**config.mk**
```make
export PLATFORM = sky130hd
export DESIGN_NAME = uart_rx
export DESIGN_NICKNAME = d
export VERILOG_FILES = /design/src/rtl/uart_pkg.sv /design/src/rtl/uart_rx_sync.sv /design/src/rtl/uart_rx.sv
export SDC_FILE = /design/constraint.sdc
export NUM_CORES = 1
export LEC_CHECK = 0
export BUFFER_PORTS_ARGS = -buffer_cell sky130_fd_sc_hd__buf_2
export CAP_MARGIN = 20
export CELL_PAD_IN_SITES_DETAIL_PLACEMENT = 1
export CELL_PAD_IN_SITES_GLOBAL_PLACEMENT = 1
export CORE_MARGIN = 5
export CORE_UTILIZATION = 50
export CTS_BUF_LIST = sky130_fd_sc_hd__clkbuf_8
export DETAILED_ROUTE_END_ITERATION = 8
export PLACE_DENSITY = 0.87
export SYNTH_ARGS = -nofsm -noshare
export SYNTH_HDL_FRONTEND = slang
export SYNTH_SLANG_ARGS = --single-unit
```
**constraint.sdc**
```tcl
create_clock -name clk -period 3.97 [get_ports clk]
set_clock_uncertainty 0.2 [all_clocks]
set_input_delay 0.397 -clock clk [delete_from_list [all_inputs] [get_ports clk]]
set_output_delay 0.397 -clock clk [all_outputs]
set_load 0.02 [all_outputs]
```
**src/rtl/uart_pkg.sv**
```systemverilog
// Shared types and helpers for the UART receive path.
package uart_pkg;

    typedef enum logic [2:0] {
        IDLE,
        START,
        DATA,
        PARITY,
        STOP,
        WAIT_IDLE
    } rx_state_e;

    localparam int DATA_BITS = 8;

    // Parity bit a transmitter would append: even -> ^data, odd -> ~^data.
    function automatic logic calc_parity(input logic [DATA_BITS-1:0] data, input logic even);
        return even ? (^data) : ~(^data);
    endfunction

endpackage

```
**src/rtl/uart_rx_sync.sv**
```systemverilog
// Two-flop synchroniser for the pad-side rx line; both flops reset to the idle level (1).
module uart_rx_sync (
    input  logic clk,
    input  logic rst_n,
    input  logic i_async,
    output logic o_sync
);

    logic r_meta;
    logic r_sync;

    // Shift the asynchronous line through two flops before any logic looks at it.
    always_ff @(posedge clk or negedge rst_n) begin
        if (!rst_n) begin
            r_meta <= 1'b1;
            r_sync <= 1'b1;
        end else begin
            r_meta <= i_async;
            r_sync <= r_meta;
        end
    end

    assign o_sync = r_sync;

endmodule

```
**src/rtl/uart_rx.sv**
```systemverilog
// UART receiver: start, 8 data bits LSB first, optional parity, stop.
// Build option: define UART_RX_SYNC_EN to pass rx through a 2-flop synchroniser
// (adds 2 cycles to every event); otherwise rx must already be in the clk domain.
//
//  state     | meaning
//  IDLE      | waiting for rx_s low (start edge)
//  START     | timing to mid start bit, re-check for false start
//  DATA      | sampling the 8 data bits
//  PARITY    | sampling the parity bit
//  STOP      | sampling the stop bit, publishing the frame
//  WAIT_IDLE | stop bit was 0; wait for the line to return high
module uart_rx
    import uart_pkg::*;
#(
    parameter int CLKS_PER_BIT = 1
) (
    input  logic       clk,
    input  logic       rst_n,
    input  logic       rx,
    input  logic       parity_en,
    input  logic       even_parity,
    output logic [7:0] data_out,
    output logic       rx_valid,
    output logic       rx_busy,
    output logic       parity_err,
    output logic       frame_err
);

    localparam int HALF = (CLKS_PER_BIT - 1) / 2;
    localparam int TW   = $clog2(CLKS_PER_BIT + 1);
    localparam logic [TW-1:0] T_HALF = TW'(HALF);
    localparam logic [TW-1:0] T_FULL = TW'(CLKS_PER_BIT - 1);
    localparam logic [2:0]    LAST_IDX = 3'(DATA_BITS - 1);

    logic w_rx_s;

`ifdef UART_RX_SYNC_EN
    uart_rx_sync u_sync (
        .clk    (clk),
        .rst_n  (rst_n),
        .i_async(rx),
        .o_sync (w_rx_s)
    );
`else
    assign w_rx_s = rx;
`endif

    rx_state_e r_state, w_state_next;
    logic [TW-1:0]          r_timer, w_timer_next;
    logic [2:0]             r_idx, w_idx_next;
    logic [DATA_BITS-1:0]   r_shift, w_shift_next;
    logic                   r_par_en, w_par_en_next;
    logic                   r_even, w_even_next;
    logic                   r_perr, w_perr_next;
    logic [DATA_BITS-1:0]   r_data_out, w_data_out_next;
    logic                   r_parity_err, w_parity_err_next;
    logic                   r_frame_err, w_frame_err_next;
    logic                   r_valid_pend, w_valid_pend_next;
    logic                   r_rx_valid;
    logic                   r_rx_busy;
    logic                   w_tick;

    assign w_tick = (r_timer == '0);

    // State and datapath registers; rx_valid trails the stop-bit sample by one cycle.
    always_ff @(posedge clk or negedge rst_n) begin
        if (!rst_n) begin
            r_state      <= IDLE;
            r_timer      <= '0;
            r_idx        <= '0;
            r_shift      <= '0;
            r_par_en     <= 1'b0;
            r_even       <= 1'b0;
            r_perr       <= 1'b0;
            r_data_out   <= '0;
            r_parity_err <= 1'b0;
            r_frame_err  <= 1'b0;
            r_valid_pend <= 1'b0;
            r_rx_valid   <= 1'b0;
            r_rx_busy    <= 1'b0;
        end else begin
            r_state      <= w_state_next;
            r_timer      <= w_timer_next;
            r_idx        <= w_idx_next;
            r_shift      <= w_shift_next;
            r_par_en     <= w_par_en_next;
            r_even       <= w_even_next;
            r_perr       <= w_perr_next;
            r_data_out   <= w_data_out_next;
            r_parity_err <= w_parity_err_next;
            r_frame_err  <= w_frame_err_next;
            r_valid_pend <= w_valid_pend_next;
            r_rx_valid   <= r_valid_pend;
            r_rx_busy    <= (w_state_next != IDLE);
        end
    end

    // Next-state and datapath decode; every bit sample happens when the timer hits 0.
    always_comb begin
        w_state_next      = r_state;
        w_timer_next      = r_timer;
        w_idx_next        = r_idx;
        w_shift_next      = r_shift;
        w_par_en_next     = r_par_en;
        w_even_next       = r_even;
        w_perr_next       = r_perr;
        w_data_out_next   = r_data_out;
        w_parity_err_next = r_parity_err;
        w_frame_err_next  = r_frame_err;
        w_valid_pend_next = 1'b0;

        case (r_state)
            IDLE: begin
                if (!w_rx_s) begin
                    w_par_en_next = parity_en;
                    w_even_next   = even_parity;
                    w_perr_next   = 1'b0;
                    w_idx_next    = '0;
                    if (HALF == 0) begin
                        // No half-bit wait: this sample already confirms the start bit.
                        w_state_next = DATA;
                        w_timer_next = T_FULL;
                    end else begin
                        w_state_next = START;
                        w_timer_next = T_HALF;
                    end
                end
            end
            START: begin
                if (w_tick) begin
                    if (!w_rx_s) begin
                        w_state_next = DATA;
                        w_timer_next = T_FULL;
                    end else begin
                        w_state_next = IDLE;
                    end
                end else begin
                    w_timer_next = r_timer - 1'b1;
                end
            end
            DATA: begin
                if (w_tick) begin
                    w_shift_next[r_idx] = w_rx_s;
                    w_timer_next        = T_FULL;
                    if (r_idx == LAST_IDX) begin
                        w_idx_next   = '0;
                        w_state_next = r_par_en ? PARITY : STOP;
                    end else begin
                        w_idx_next = r_idx + 3'd1;
                    end
                end else begin
                    w_timer_next = r_timer - 1'b1;
                end
            end
            PARITY: begin
                if (w_tick) begin
                    w_perr_next  = (w_rx_s != calc_parity(r_shift, r_even));
                    w_timer_next = T_FULL;
                    w_state_next = STOP;
                end else begin
                    w_timer_next = r_timer - 1'b1;
                end
            end
            STOP: begin
                if (w_tick) begin
                    w_data_out_next   = r_shift;
                    w_parity_err_next = r_par_en & r_perr;
                    w_frame_err_next  = ~w_rx_s;
                    w_valid_pend_next = 1'b1;
                    w_state_next      = w_rx_s ? IDLE : WAIT_IDLE;
                end else begin
                    w_timer_next = r_timer - 1'b1;
                end
            end
            WAIT_IDLE: begin
                // A held-low line (break) must not look like a fresh start bit.
                if (w_rx_s) begin
                    w_state_next = IDLE;
                end
            end
            default: begin
                w_state_next = IDLE;
            end
        endcase
    end

    assign data_out   = r_data_out;
    assign rx_valid   = r_rx_valid;
    assign rx_busy    = r_rx_busy;
    assign parity_err = r_parity_err;
    assign frame_err  = r_frame_err;

endmodule

```
==> results.md, run 1 <==
- Internal Pwr Total: 937.3 µW
- Post-synthesis instance area: 1329 µm²
- Async set-or-reset flop fraction in the synthesized netlist: 100.0%
- Total GRT Usage: 19.60%
- Number of sinks handled by clock tree synthesis: 30
- Vias in the first global route: slightly below 1000
- Dpl hpwl: 2.087 mm
- Status: complete, no violations
- Effective utilization at floorplan: between 50% and 60%
- Post-route DRC violation count: 0
- Worst stage delay on the critical path: between 0.8 and 0.9 ns
- Arrival time of the worst setup path: 2.01 ns
- Total Nets Final: approximately 130
- Classification of the worst-slack hold path: input port to register
- Via density: 5.647
- 1st-iter DRT viols: 12
- Wire length of the first global-routing pass: approximately 5.1 mm
- Pin count of the biggest net entering global routing: 31
- Unrepaired setup endpoints after global routing: false
- Clk root buf: clkbuf_8
- Number of ports placed on the die boundary: 17
- Wire length per cell: 19.46 µm
- Finished layout cell area: 1556 µm²
- Number of synthesized flops with an enable pin: 0
- Relative contribution of sequential cells to total power: 38.4%
- Antenna violations before repair: 0
- Final Hold Violating Endpoints: 0
- Achievable frequency: 0.4865 GHz
- Syn_nets: 111
- Psw: 553.1 µW
- Delay-heaviest family, CP: simple AND/OR/NAND/NOR gates
- CP cell instances: nor3b_2 -> mux2_2
- Top-area cell type share of the netlist area: 56.50%
- Max clock buf depth: 2
- Slack of the worst reg-to-reg path: 1.91 ns
- Clock slew at reported path FFs: 0.06 ns
- Highest fanout seen on the critical path: 12
- H-Tree Depth: 2
- Global placement routability congestion: 0.7056
- Worst slew margin relative to its limit: 34.57%
- Yosys warning count: 0
- Post-Route Setup TNS: 0 ns
- Transition time at the pin with the least slew margin: 0.9772 ns
- Clock Power Share: 19.1%
- Number of port buffers: 16
- Portion of the clock cycle consumed by the worst path in the final layout: between 50% and 60%
- TritonCTS buffer count: 5
- Core footprint: roughly 2500 µm²
- GRT Max-Usage Layer: met2
- Data required, critical path: 3.93 ns
- GRT overflow: 0
- Critical Path Slowest Stage Cell: nor3b_2
- Average instance area after synthesis: 12.90 µm²
- Pwr/cell area: roughly 960 nW/µm²
- Global routing usage on met1: between 20% and 30%
- First-pass DRT Iterations: 3
- Logic pwr share: 42.4%
- Post-route non-filler standard cell count: around 160
- Die extent in x: 61.55 µm
- Global routing met3 resource utilization: around 6%
- Worst Path Class, Setup: register to register
- Leakage power: 0.7041 nW
- Most area-consuming cells after synthesis: dfrtp_1 (56%), mux2_2 (14%), xnor2_1 (4.6%)
- Prevailing post-synth register cell: dfrtp_1
- Placed cell areas: 1436 µm²
- Synth Instances: 103
- Total Routed Length: 3.036 mm
- Post-placement cell count: 147
- Flop and latch count out of synthesis: 30
- Sequential area share after synthesis: 56.50%
- Count of endpoints failing setup in the final report: 0
- Buffers & Inverters on Critical Path: 0
- Cell type contributing the most total cell area after synthesis: dfrtp_1
- Min Tclk post-route: 2.055 ns
- Switching Share: 37.11%
- Hold-fix buffer count after cts: 1
- Total number of vias: 881
- Worst supply voltage drop on vdd: 0.6443 mV
- Final ANT Viol Nets: 0
- Total setup buffers inserted after CTS: 0
- Clock latency on the worst-skew pair: 0.27 ns
- Die area: 3788 µm²
- Top post-synthesis cells by count: dfrtp_1 (30), mux2_2 (17), xnor2_1 (7)
- Number of maximum-capacitance violations: 0
- Cell with the most instances after synthesis: dfrtp_1
- Crit end category: register
- Clock tree from TritonCTS: built
- Die height: 61.55 µm
- Count of antenna diodes in the layout: 0
- Post-synthesis to final-layout area growth: 17.14%
- Share of cells above drive strength 1: 37.30%
- Count of distinct cell types in the synthesized netlist: 27
- Count of pins over their slew limit: 0
- Met2 GRT Util: between 30% and 40%
- Total number of placement rows: 18
- Quantity of gates resized following cts: 0
- CP Launch Type: register
==> per-stage QoR <==
step | utilization (%) | setup slack (ns) | hold WS (ns) | total power [mW]
detailed placement | 57.46 | 1.914 | 0.1537 | 1.198
CTS | 62.26 | 1.888 | 0.1261 | 1.500
global placement | 57.46 | 2.031 | 0.1381 | 1.143
global route | 62.26 | 1.811 | 0.1399 | 1.592
floorplan | - | 2.220 | -0.09859 | 1.015
finish | 62.26 | 1.915 | 0.1282 | 1.490
==> power by group through the flow <==
stage | registers [mW] | clock network, mW | logic, mW
global route | 0.594 | 0.311 | 0.687
finish | 0.573 | 0.285 | 0.632
floorplan | 0.605 | 0 | 0.411
global placement | 0.556 | 0 | 0.587
CTS | 0.573 | 0.289 | 0.639
detailed placement | 0.573 | 0 | 0.625
==> path summary, 6_finish.rpt <==
| kind | startpoint | to | cells past startpoint |
|---|---|---|---|
| max in group asynchronous | rst_n | frame_err | 2 |
| min | parity_en | r_par_en | 3 |
| min reg2reg | r_valid_pend | rx_valid | 0 |
| max | r_state[0] | data_out[3] | 2 |
| max reg2reg | r_state[0] | data_out[3] | 2 |
| min in group asynchronous | rst_n | rx_busy | 2 |
==> cell type report <==
cell class                 count  area (µm²)
fill                         252       943.4
tap                           30       37.54
clock buffer                   8       110.1
multi-input combinational     66       549.3
inverter                       5       18.77
timing repair buffer          17       90.09
sequential                    30       750.7
==> sequential cells by signal (all words and copies together) (netlist names) <==
| signal | count |
|---|---|
| r_state | 3 |
| r_perr | 1 |
| r_shift | 8 |
| frame_err | 1 |
| rx_valid | 1 |
| r_even | 1 |
| r_idx | 3 |
| data_out | 8 |
| r_valid_pend | 1 |
| rx_busy | 1 |
| parity_err | 1 |
| r_par_en | 1 |
==> routing by layer <==
metal / wire, µm / vias to the layer above / share of wire [%]
met4: 87 / 0 / 2.9
met1: 1194 / 443 / 39
li1: - / 407 / -
met5: 0 / - / 0
met3: 125 / 10 / 4.1
met2: 1628 / 21 / 54
==> cells by family (layout without fill, tap and decap cells) <==
family                     count (synthesis)  in the layout  share of synthesized area (%)
DFF                                       30             30                          56.50
and+or+nand+nor                           27             27                          11.87
muxes                                     18             18                          15.16
AOI/OAI and AO/OA                         10             10                          5.179
xor gates and xnor gates                   8              8                          6.309
buffers and inverters                      7             30                          2.166
adders and majority gates                  3              3                          2.825
==> worst register-to-register path: stages, from the launching register on <==
cell and delay [ns]:
dfrtp_1 0.49, nor3b_2 0.83, mux2_2 0.43
==> layout by cell type (no fill, tap or decap), types with 2 or more instances in the layout <==
cell type | netlist | routed
nor2_1 | 5 | 5
a32o_1 | 2 | 2
mux2_2 | 17 | 17
ha_1 | 3 | 3
xnor2_1 | 7 | 7
nand3_1 | 5 | 5
dfrtp_1 | 30 | 30
nand2_1 | 5 | 5
a22o_1 | 2 | 2
clkbuf_8 | 0 | 8
nor2b_1 | 2 | 2
buf_2 | 2 | 16
o21ai_0 | 4 | 4
inv_1 | 5 | 5
No activity file was read; power rests on OpenSTA's default activity.
==> run 2, diff against run 1 <==
--- a/config.mk
+++ b/config.mk
@@ -5,15 +5,16 @@
 export SDC_FILE = /design/constraint.sdc
 export NUM_CORES = 1
 export LEC_CHECK = 0
+export ABC_AREA = 1
 export BUFFER_PORTS_ARGS = -buffer_cell sky130_fd_sc_hd__buf_2
 export CAP_MARGIN = 20
 export CELL_PAD_IN_SITES_DETAIL_PLACEMENT = 1
 export CELL_PAD_IN_SITES_GLOBAL_PLACEMENT = 1
 export CORE_MARGIN = 5
-export CORE_UTILIZATION = 50
+export CORE_UTILIZATION = 40
 export CTS_BUF_LIST = sky130_fd_sc_hd__clkbuf_8
 export DETAILED_ROUTE_END_ITERATION = 8
-export PLACE_DENSITY = 0.87
+export PLACE_DENSITY = 0.79
 export SYNTH_ARGS = -nofsm -noshare
 export SYNTH_HDL_FRONTEND = slang
 export SYNTH_SLANG_ARGS = --single-unit
==> constraint.sdc (replaced) <==
create_clock -name clk -period 1.8 [get_ports clk]
set_clock_uncertainty 0.2 [all_clocks]
set_input_delay 0.18 -clock clk [delete_from_list [all_inputs] [get_ports clk]]
set_output_delay 0.18 -clock clk [all_outputs]
set_load 0.02 [all_outputs]
==> run 2 against run 1 <==
First-iteration DRC count increased to 3.3 times the previous value. Fmax increased by 26%. Die area increased by 26%. Sequential power increased by 99%. Highest routed layer unchanged.
==> results.md, run 2 <==
- Final cell utilization of the core: 49.52%
- Transition time at the pin with the least slew margin: 0.6677 ns
- Crit end category: register
- Wire length of the first global-routing pass: 5.547 mm
- H-Tree Depth: 2
- Buffers & Inverters on Critical Path: 0
- Achievable frequency: 0.6143 GHz
- Antenna violations before repair: 0
- Worst stage delay on the critical path: approximately 0.42 ns
- Min Tclk post-route: 1.628 ns
- Unrepaired setup endpoints after global routing: false
- Number of synthesized flops with an enable pin: 0
- Worst slew margin relative to its limit: 55.48%
- Yosys warning count: 0
- Post-synthesis to final-layout area growth: 19.16%
- Startpoint of the worst hold path: r_valid_pend
- Worst supply voltage drop on vdd: 0.7010 mV
- Worst Path Class, Setup: register to register
- Number of port buffers: 16
- Share of cells above drive strength 1: between 15 and 20%
- Classification of the worst-slack hold path: register to register
- Effective utilization at floorplan: 41.56%
- Clk root buf: clkbuf_8
- Vias in the first global route: 1239
- Number of maximum-capacitance violations: 0
- Total GRT Usage: 14.79%
- Syn_nets: 171
- Post-Route Setup TNS: 0 ns
- Count of endpoints failing setup in the final report: 0
- Die height: between 60 and 70 µm
- Total number of placement rows: 21
- Pwr/cell area: 1757 nW/µm²
- Total Nets Final: 198
- Launching element of the worst setup path: r_idx[0]
- Delay-heaviest family, CP: flip-flops
- Die area: 4776 µm²
- Count of pins over their slew limit: 0
- Number of sinks handled by clock tree synthesis: 30
- Total Routed Length: around 3.2 mm
- Most frequent standard cell in the layout excluding fill and tap cells: nand2_1
- Clock tree from TritonCTS: built
- Data required, critical path: 1.77 ns
- Leading cell types in the layout, fill and taps excluded: nand2_1 (50), dfrtp_1 (30), inv_1 (18)
- Max clock buf depth: 2
- Leakage power: between 0.8 and 0.9 nW
- Count of antenna diodes in the layout: 0
- Synth Instances: 163
- Dpl hpwl: 2.304 mm
- GRT overflow: 0
- Average instance area after synthesis: 8.574 µm²
- Global placement routability congestion: 0.8130
- Flop and latch count out of synthesis: 30
- Status: complete, no violations
- First-pass DRT Iterations: 4
- Clock slew at reported path FFs: 0.06 ns
- Prevailing post-synth register cell: dfrtp_1
- Pin count of the biggest net entering global routing: 31
- TritonCTS buffer count: 5
- 1st-iter DRT viols: 40
- Top post-synthesis cells by count: nand2_1 (50), dfrtp_1 (30), inv_1 (18), nand3_1 (12), o21ai_0 (12)
- Wire length per cell: 13.66 µm
- Async set-or-reset flop fraction in the synthesized netlist: 100.0%
- Post-route DRC violation count: 0
- Clock latency on the worst-skew pair: 0.29 ns
- Via density: 5.004
- Total number of vias: about 1200
- Die extent in x: ~69 µm
- Critical Path Slowest Stage Cell: dfrtp_1
- Highest fanout seen on the critical path: 3
- Worst hold slack after final layout: about 0.16 ns
- CP cell instances: ha_2 -> ha_1 -> nand2_1 -> o21ai_0 -> a32oi_1 -> nand2_1
- Count of distinct cell types in the synthesized netlist: 19
- Crit path top cell by count: nand2_1
- Arrival time of the worst setup path: about 1.6 ns
- Most area-consuming cells after synthesis: dfrtp_1 (54%), nand2_1 (13%), inv_1 (4.8%)
- Cell type contributing the most total cell area after synthesis: dfrtp_1
- Number of ports placed on the die boundary: 17
- CP Launch Type: register
- Final Hold Violating Endpoints: 0
- Worst reg2reg startpoint: r_idx[0]
- Core footprint: 3363 µm²
- Sequential area share after synthesis: 53.72%
- Portion of the clock cycle consumed by the worst path in the final layout: about nine tenths
- Final ANT Viol Nets: 0
- Top-area cell type share of the netlist area: 53.72%
- Cell with the most instances after synthesis: nand2_1
- Post-synthesis instance area: 1398 µm²
==> run 2: cell count changes in the layout (fill, tap and decap cells not counted), sizes merged, moves of 3 or more <==
cell | before | now
nand2 | 5 | 50
mux2 | 17 | 1
inv | 5 | 20
a21oi | 1 | 9
o21ai | 4 | 12
a31oi | 1 | 8
nand3 | 5 | 12
xnor2 | 7 | 1
dlygate4sd3 | 1 | 4
nor3 | 1 | 4
==> run 2: routing by layer <==
layer / track usage [%] / up-vias / wire (µm)
li1: - / 588 / -
met4: 5.206 / 0 / 53
met5: 0 / - / 0
met1: 15.70 / 564 / 1393
met2: 26.27 / 18 / 1618
met3: 5.959 / 6 / 144
==> run 2: timing repair <==
action	4_1_cts	5_1_grt
endpoints found under the setup margin	0	1
hold buffers	4	0
buffers inserted	0	1
hold endpoints to repair	33	0
gates resized for setup	0	1
==> run 2: final timing paths <==
| path | endpoint | slack (ns) | cells past startpoint |
|---|---|---|---|
| setup / recovery | rx_busy | 0.17 | 6 |
| hold reg to reg | rx_valid | 0.16 | 0 |
| min in group asynchronous | data_out[5] | 0.26 | 2 |
| max in group asynchronous | r_shift[4] | 0.70 | 2 |
| hold / removal | rx_valid | 0.16 | 0 |
| setup reg to reg | rx_busy | 0.17 | 6 |
==> run 2: metrics by stage <==
step	cell area, µm²	instances	setup WS [ns]	power (mW)
after floorplan	1398	163	0.2861	2.022
after global placement	1533	224	0.2350	2.313
after detailed placement	1533	224	0.1465	2.391
after CTS	1655	234	0.1155	2.948
after global routing	1665	235	0.009664	3.202
final	1665	235	0.1723	2.926
==> run 2: logic make-up after synthesis <==
| kind of cell | synth area share [%] |
|---|---|
| and+or+nand+nor | 23.19 |
| muxes | 0.8057 |
| adders and majority gates | 2.686 |
| DFF | 53.72 |
| xor gates and xnor gates | 1.254 |
| buffers and inverters | 6.088 |
| AOI/OAI and AO/OA | 12.27 |
==> run 2: final cells by class <==
cell class              count  area (µm²)
flip-flops and latches     30       750.7
multi-input cells         111       564.3
repair buffers             22       135.1
clock buffers               6       82.58
inverters                  20       75.07
well taps                  46       57.56
fillers                   426        1698
==> run 2: where the power goes <==
part           total (mW)  leakage, nW  switching, mW  internal [mW]
combinational        1.25        0.486          0.801          0.448
sequential           1.14        0.361          0.213          0.931
clock               0.533       0.0431          0.239          0.294
